==> src/rtl/fifo_pkg.sv <==
// fifo_pkg: shared helpers for the single-clock FIFO.
//   level_width(depth) : bits needed to hold an occupancy of 0..depth
//   wrap_inc(v, depth) : modulo-depth increment, wraps depth-1 -> 0 explicitly
package fifo_pkg;

  function automatic int level_width(input int depth);
    return $clog2(depth + 1);
  endfunction

  // Pointers are compared against depth-1 rather than relying on binary
  // overflow, so non-power-of-two depths use every slot.
  function automatic logic [31:0] wrap_inc(input logic [31:0] value, input int depth);
    return (value == 32'(depth - 1)) ? 32'd0 : value + 32'd1;
  endfunction

endpackage

==> src/rtl/fifo_wrap_counter.sv <==
// fifo_wrap_counter: modulo-Depth pointer.
// Ports:
//   clk_i   : clock, rising edge
//   rst_ni  : asynchronous active-low reset, clears count to 0
//   en_i    : advance by one (wraps Depth-1 -> 0)
//   clr_i   : synchronous clear, wins over en_i
//   count_o : current pointer value
module fifo_wrap_counter
  import fifo_pkg::*;
#(
  parameter int Depth = 8,
  localparam int PW   = $clog2(Depth)
) (
  input  logic          clk_i,
  input  logic          rst_ni,
  input  logic          en_i,
  input  logic          clr_i,
  output logic [PW-1:0] count_o
);

  always_ff @(posedge clk_i or negedge rst_ni) begin
    if (!rst_ni)    count_o <= '0;
    else if (clr_i) count_o <= '0;
    else if (en_i)  count_o <= PW'(wrap_inc(32'(count_o), Depth));
  end

endmodule

==> src/rtl/sync_fifo.sv <==
// sync_fifo: single-clock FIFO, any Depth >= 2, all entries usable.
// Optional build macro: SYNC_FIFO_ERR_EN builds sticky overflow/underflow
// flags; without it err_overflow_o/err_underflow_o are tied to 0.
// Ports:
//   clk_i, rst_ni            : clock (rising edge), async active-low reset
//   flush_i                  : synchronous empty; overrides push/pop that cycle
//   write_req_i, data_i      : push request and data
//   write_valid_o            : room for a word (level != Depth)
//   read_req_i               : pop request
//   read_valid_o             : holds at least one word (level != 0)
//   data_o                   : read data (registered or fall-through)
//   level_o                  : occupancy 0..Depth
//   almost_full_o/empty_o    : registered level >= / <= threshold flags
//   err_overflow_o/underflow_o : sticky request-while-not-valid flags
module sync_fifo
  import fifo_pkg::*;
#(
  parameter int Width             = 8,
  parameter int Depth             = 8,
  parameter int AlmostFullThresh  = 6,
  parameter int AlmostEmptyThresh = 1,
  parameter bit FallThrough       = 1'b0,
  localparam int LW               = level_width(Depth)
) (
  input  logic             clk_i,
  input  logic             rst_ni,
  input  logic             flush_i,
  input  logic             write_req_i,
  output logic             write_valid_o,
  input  logic [Width-1:0] data_i,
  input  logic             read_req_i,
  output logic             read_valid_o,
  output logic [Width-1:0] data_o,
  output logic [LW-1:0]    level_o,
  output logic             almost_full_o,
  output logic             almost_empty_o,
  output logic             err_overflow_o,
  output logic             err_underflow_o
);

  localparam int PW = $clog2(Depth);

  if (Depth < 2) begin : g_chk_depth
    $error("sync_fifo: Depth must be >= 2");
  end
  if (AlmostFullThresh < 1 || AlmostFullThresh > Depth) begin : g_chk_af
    $error("sync_fifo: AlmostFullThresh must be in 1..Depth");
  end
  if (AlmostEmptyThresh < 0 || AlmostEmptyThresh > Depth - 1) begin : g_chk_ae
    $error("sync_fifo: AlmostEmptyThresh must be in 0..Depth-1");
  end

  logic [Width-1:0] mem [Depth];
  logic [PW-1:0]    wr_ptr, rd_ptr;
  logic [LW-1:0]    level_q, level_d;
  logic             push, pop;

  assign write_valid_o = (level_q != LW'(Depth));
  assign read_valid_o  = (level_q != '0);
  assign level_o       = level_q;

  // Flush discards any handshake in the same cycle. A full FIFO refuses a
  // push even when a pop fires alongside it (no bypass).
  assign push = write_req_i & write_valid_o & ~flush_i;
  assign pop  = read_req_i  & read_valid_o  & ~flush_i;

  fifo_wrap_counter #(.Depth(Depth)) u_wr_ptr (
    .clk_i(clk_i), .rst_ni(rst_ni), .en_i(push), .clr_i(flush_i), .count_o(wr_ptr)
  );
  fifo_wrap_counter #(.Depth(Depth)) u_rd_ptr (
    .clk_i(clk_i), .rst_ni(rst_ni), .en_i(pop), .clr_i(flush_i), .count_o(rd_ptr)
  );

  always_ff @(posedge clk_i) begin
    if (push) mem[wr_ptr] <= data_i;
  end

  always_comb begin
    level_d = level_q;
    if (flush_i)           level_d = '0;
    else if (push && !pop) level_d = level_q + LW'(1);
    else if (pop && !push) level_d = level_q - LW'(1);
  end

  // Flags track next-level so they move on the same edge as level_o.
  always_ff @(posedge clk_i or negedge rst_ni) begin
    if (!rst_ni) begin
      level_q        <= '0;
      almost_full_o  <= 1'b0;
      almost_empty_o <= 1'b1;
    end else begin
      level_q        <= level_d;
      almost_full_o  <= (level_d >= LW'(AlmostFullThresh));
      almost_empty_o <= (level_d <= LW'(AlmostEmptyThresh));
    end
  end

  if (FallThrough) begin : g_fwft
    assign data_o = read_valid_o ? mem[rd_ptr] : '0;
  end else begin : g_reg
    logic [Width-1:0] data_q;
    // Holds across flush; only a pop loads it.
    always_ff @(posedge clk_i or negedge rst_ni) begin
      if (!rst_ni)  data_q <= '0;
      else if (pop) data_q <= mem[rd_ptr];
    end
    assign data_o = data_q;
  end

`ifdef SYNC_FIFO_ERR_EN
  always_ff @(posedge clk_i or negedge rst_ni) begin
    if (!rst_ni) begin
      err_overflow_o  <= 1'b0;
      err_underflow_o <= 1'b0;
    end else if (flush_i) begin
      err_overflow_o  <= 1'b0;
      err_underflow_o <= 1'b0;
    end else begin
      if (write_req_i && !write_valid_o) err_overflow_o  <= 1'b1;
      if (read_req_i  && !read_valid_o)  err_underflow_o <= 1'b1;
    end
  end
`else
  assign err_overflow_o  = 1'b0;
  assign err_underflow_o = 1'b0;
`endif

endmodule

==> config.mk <==
export PLATFORM = sky130hd
export DESIGN_NAME = sync_fifo
export DESIGN_NICKNAME = d
export VERILOG_FILES = /design/src/rtl/fifo_pkg.sv /design/src/rtl/fifo_wrap_counter.sv /design/src/rtl/sync_fifo.sv
export SDC_FILE = /design/constraint.sdc
export NUM_CORES = 1
export LEC_CHECK = 0
export CAP_MARGIN = 5
export CORE_ASPECT_RATIO = 0.8
export CORE_MARGIN = 3
export CORE_UTILIZATION = 40
export DETAILED_ROUTE_END_ITERATION = 8
export GPL_TIMING_DRIVEN = 1
export SLEW_MARGIN = 20
export SYNTH_ARGS = -nofsm -noshare
export SYNTH_HDL_FRONTEND = slang
export SYNTH_HIERARCHICAL = 1
export SYNTH_SLANG_ARGS = --single-unit
export TNS_END_PERCENT = 20
==> constraint.sdc <==
create_clock -name clk_i -period 3.05 [get_ports clk_i]
set_input_delay 0.915 -clock clk_i [delete_from_list [all_inputs] [get_ports clk_i]]
set_output_delay 0.915 -clock clk_i [all_outputs]
set_load 0.02 [all_outputs]
## Yosys cells after proc, flatten, opt, wreduce, memory -nomap -nowiden

Memory sizes are Yosys's and may differ from the RTL's. A register that Yosys moved wholly into a read port is not among the register bits.
Index checks and enable logic that the tools add are counted.

- Add/subtract/negate cells: 4
- Order comparisons: 2
- Equal/unequal tests: 3
- Muxes and demuxes: 11
- Bitwise logic cells: 5
- Reduce and logical (&&, ||, !) cells: 8

Operator list:

| operator | count |
|---|---|
| 2-to-1 mux 3 bit | 6 |
| 2-to-1 mux 4 bit | 3 |
| adder 3 x 1 -> 3 bit, second input constant | 2 |
| equality test 3 bit, second input constant | 2 |
| adder 4 x 1 -> 4 bit, second input constant | 1 |
| AND 1 bit | 4 |
| greater-or-equal comparator 4 x 3 -> 1 bit, second input constant | 1 |
| <= comparator 4 x 1 -> 1 bit, second input constant | 1 |
| != test 4 bit, second input constant | 1 |
| nonzero test 2 bit | 2 |
| nonzero test 4 bit | 1 |
| subtractor 4 x 1 -> 4 bit, second input constant | 1 |
| logical NOT 1 bit | 3 |
| logical AND 1 bit | 2 |
| 2-to-1 mux 1 bit | 2 |
| NOT 1 bit | 1 |

- Bits in registers: 12
- Memory bits (writable): 64
- Input port bits: 13
- Output and inout bits: 18
- Word-level logic and storage cells: 39
- Memories: 1

Memories:

| memory | words | bits a word | read ports | clocked after memory_dff | write ports | line | source |
|---|---|---|---|---|---|---|---|
| mem | 8 | 8 | 1 | 1 | 1 | sync_fifo.sv:53 | `logic [Width-1:0] mem [Depth];` |

## Depth between registers and ports, before layout

- Depth in word-level cells: 9
- Depth in mapped cells: 9
- Depth with buffers taken out: 8

## Hierarchy

Netlist, hierarchy kept.

By module, submodules not included:

| module | instances | cells each | area an instance (um^2) | seq. area each (um^2) |
|---|---|---|---|---|
| sync_fifo | 1 | 177 | 3198.1 | 2273.4 |
| fifo_wrap_counter | 2 | 12 | 151.4 | 75.1 |

## Worst setup path before layout

Ideal clock, no wire load.

- Kind: register to register
- From: register level_q[0], in the netlist level_o[0]
- To: memory mem[1][0], enable pin
- Library setup time: 0.383 ns
- Arrival: 2.155 ns
- Required time: 2.667 ns
- Slack: 0.512 ns
- Stages on the path, launching flop included: 8
- Path buffers: 0
- Period minus slack after synthesis: 2.538 ns
- Path through: dfrtp_1 -> inv_1 -> ha_1 -> nand3b_1 -> nand2_2 -> inv_1 -> nand2_1 -> nor3_1

- Word-level cells in the longest chain between the ends: 5

RTL lines:

| what | line | source |
|---|---|---|
| from (decl) | sync_fifo.sv:55 | `logic [LW-1:0] level_q, level_d;` |
| from (signal assigned) | sync_fifo.sv:92 | `level_q <= level_d;` |
| != test 4 bit | sync_fifo.sv:58 | `assign write_valid_o = (level_q != LW'(Depth));` |
| net write_valid_o | sync_fifo.sv:29 | `output logic write_valid_o,` |
| AND 1 bit (2 in series) | sync_fifo.sv:64 | `assign push = write_req_i & write_valid_o & ~flush_i;` |
| net push | sync_fifo.sv:56 | `logic push, pop;` |
| 2-to-1 mux 1 bit | sync_fifo.sv:75 | `if (push) mem[wr_ptr] <= data_i;` |
| 2-to-1 mux 1 bit (not written as such) | sync_fifo.sv:75 |  |
| to (decl) | sync_fifo.sv:53 |  |

The timed path passes the listed nets, and every way through them passes these cells.

## Worst setup path in the final report

- From: register level_q[1], in the netlist level_o[1]
- To: output port write_valid_o

- Word-level cells in the longest chain between the ends: 1

RTL lines:

| what | line |
|---|---|
| != test 4 bit | sync_fifo.sv:58 |
| to (decl) | sync_fifo.sv:29 |

Every way passes these cells.

==> results.toml <==
[cells_and_area]
final_cell_mix = "edfxtp_1, clkdlybuf4s50_1, dfrtp_1"
syn_to_final_growth_pct = 18.2
nFillCells = 739
layout_commonest_cell = "edfxtp_1"
post-route-util_pct = 50.5
antenna_cells = 0
nets = 263
layoutNonFillerInstCount = 357
final_area_um2 = 4140
layout-drive-gt1-share_pct = 23.3

[placement]
dpl_cell_area_um2 = 3960
dp.cells = 341
port_buffers = 28
dp_slack_ns = 0.331
globalplace.congestion = 0.798
hpwl_mm = 4.10

[logic_synthesis]
avgSynthCellArea_um2 = 17.4
synthArstFlopShare_pct = 23.8
synth-edff-count = 64
synth_ff_type = "edfxtp_1"
yosysWarnings = 6
ys_seq_area_share_pct = 69.2
synth_area_um2 = 3500
ys_ff_latch = 84
synth_cell_type_count = 42
syn_inst = 201

[routing]
dr.pass1.iters = 4
wl_per_cell_um = 17.4
final_antenna_net_count = 0
vias = 1794
drtIter0Drc = 98
drc_errors = 0
vias_per_cell = 5.03
routed_wirelength_mm = 6.22

[die]
std_cell_rows = 29
ios = 31
start_util_pct = 42.7
die_h_um = 89.7
core_um2 = 8200
die_w_um = 111
dieArea_um2 = 9920

[sta]
finalSetupViolCount = 0
finalClockSkew_ns = 0.00759
slew_viol_final = 0
post-route-min-period_ns = 2.82
fin_ws_ns = 0.233
fin_tns_setup_ns = 0
fmax_ghz = 0.355
relSlewSlack_pct = 40.2
hold_slack_ns = 0.535
worst_pin_slew_ns = 0.897
hold_viol_final = 0
grt_setup_unrepaired = "false"
fin_crit_sh_pct = 92.4

[cts]
ctsHoldBuffers = 0
post_cts_buffers = 0
h-tree-depth = 3
clkTransAtPathRegs_ns = 0.09
cts_sinks = 84
max-clock-path-buffers = 2
root_buffer = "clkbuf_8"
numCtsBuffers = 9
cts_tree = "done"
clk_latency_ns = 0.34
cts-resized-gates = 0

[setup_path]
rrSetupSlack_ns = 0.74
path_cells = "inv_1, ha_1, nand3b_1, clkdlybuf4s50_1"
crit_fanout = 6
worstSetupEndpointType = "output port"
crit_path_start_kind = "flip-flop"
critical-path-slowest-cell = "clkdlybuf4s50_1"
r2r-start = "level_o[1]"
arrival_ns = 1.90
max_stage_delay_ns = 0.63
startpoint = "level_o[1]"
path_class = "flip-flop to output port"
worstPathRequired_ns = 2.13

[run]
cap_violations = 0

[min_path]
min_from = "data_o[6]"
min_path_type = "flip-flop to flip-flop"

[grt]
grt_pass1_vias = 1748
gr-total-overflow = 0
grt_pass1_wl_mm = 9.75
grt_max_degree = 28
grtUsageTotal_pct = 13.2
antenna_found_initial = 0

[power]
seqPwrFrac_pct = 48.0
cellLeakagePower_nw = 1.43
ir_drop_v = 0.000353
clock_power_share_pct = 23.8
p_total_mw = 3.02
switching_share_pct = 31.1
powerDensity_nw_per_um2 = 731
internal_power_mw = 2.08
p_switching_mw = 0.939
p_comb_share_pct = 28.2

[run_status]
status = "complete, no violations"
[final timing paths]
path,endpoint,depth (start not counted)
max,write_valid_o,4
min,data_o[6],2
max reg2reg,almost_full_o,7
min reg2reg,data_o[6],2
max in group asynchronous,almost_empty_o,2
min in group asynchronous,level_o[2],2
[critical path, delay by kind of cell (launching register included)]
kind / cells / cell delay [ns]
buffers and inverters: 2 / 0.72
DFF: 1 / 0.47
adders and majority gates: 1 / 0.23
and+or+nand+nor: 1 / 0.15
[Yosys cell counts, types with 2 or more instances]
| library cell | count | share of area [%] |
|---|---|---|
| xnor2_1 | 2 | 0.50 |
| edfxtp_1 | 64 | 55 |
| nand2b_1 | 4 | 0.71 |
| buf_2 | 2 | 0.29 |
| inv_1 | 4 | 0.43 |
| nor2b_1 | 2 | 0.36 |
| clkbuf_1 | 2 | 0.21 |
| ha_1 | 6 | 2.1 |
| buf_1 | 2 | 0.21 |
| a21oi_1 | 9 | 1.3 |
| nor3_1 | 4 | 0.57 |
| nand2_1 | 3 | 0.32 |
| buf_4 | 2 | 0.43 |
| mux4_2 | 16 | 10 |
| nor2_1 | 16 | 1.7 |
| buf_6 | 2 | 0.64 |
| or3b_1 | 2 | 0.50 |
| mux2i_1 | 14 | 4.0 |
| dfrtp_1 | 19 | 14 |
| a21oi_2 | 3 | 0.75 |
| or2b_2 | 2 | 0.50 |
[final cells by class]
type,instances,area [um2],area share [%]
sequential,84,2420,58.6
multi-input combinational,104,1000,24.2
timing repair buffer,41,380,9.19
tap,108,135,3.26
clock buffer,9,124,2.99
clock inverter,7,57.6,1.39
inverter,4,15.0,0.363
[state kept, by name, indices dropped and copies added, names as in the netlist]
name and count:
mem 64, data_o 8, level_o 4, u_rd_ptr/count_o 3
u_wr_ptr/count_o 3, almost_empty_o 1, almost_full_o 1
[power by group through the flow]
stage          clock, mW  combinational, mW  sequential (mW)
6_report           0.719              0.853             1.45
3_5_place_dp           0              0.859             1.48
2_1_floorplan          0              0.482             1.54
5_1_grt            0.797              0.915             1.48
3_3_place_gp           0              0.854             1.48
4_1_cts            0.744              0.863             1.46
[cells by family after synthesis]
group | after synthesis | synth area share [%]
other | 1 | 0.107
AO/OA/AOI/OAI | 22 | 4.83
AND/OR/NAND/NOR | 42 | 6.68
multiplexers | 30 | 14.3
XOR/XNOR | 2 | 0.500
buffers and inverters | 14 | 2.22
flip-flops | 84 | 69.2
adder cells (fa/ha/maj) | 6 | 2.14
[per-layer routing]
metal  vias up  GRT usage, %  part of all wire (%)
met2        47          20.8                    46
li1        861             -                     -
met4         0          3.02                  0.18
met1       884          18.4                    48
met3         2          4.15                   6.3
met5         -             0                     0
Power figures use the tool's default switching activity.
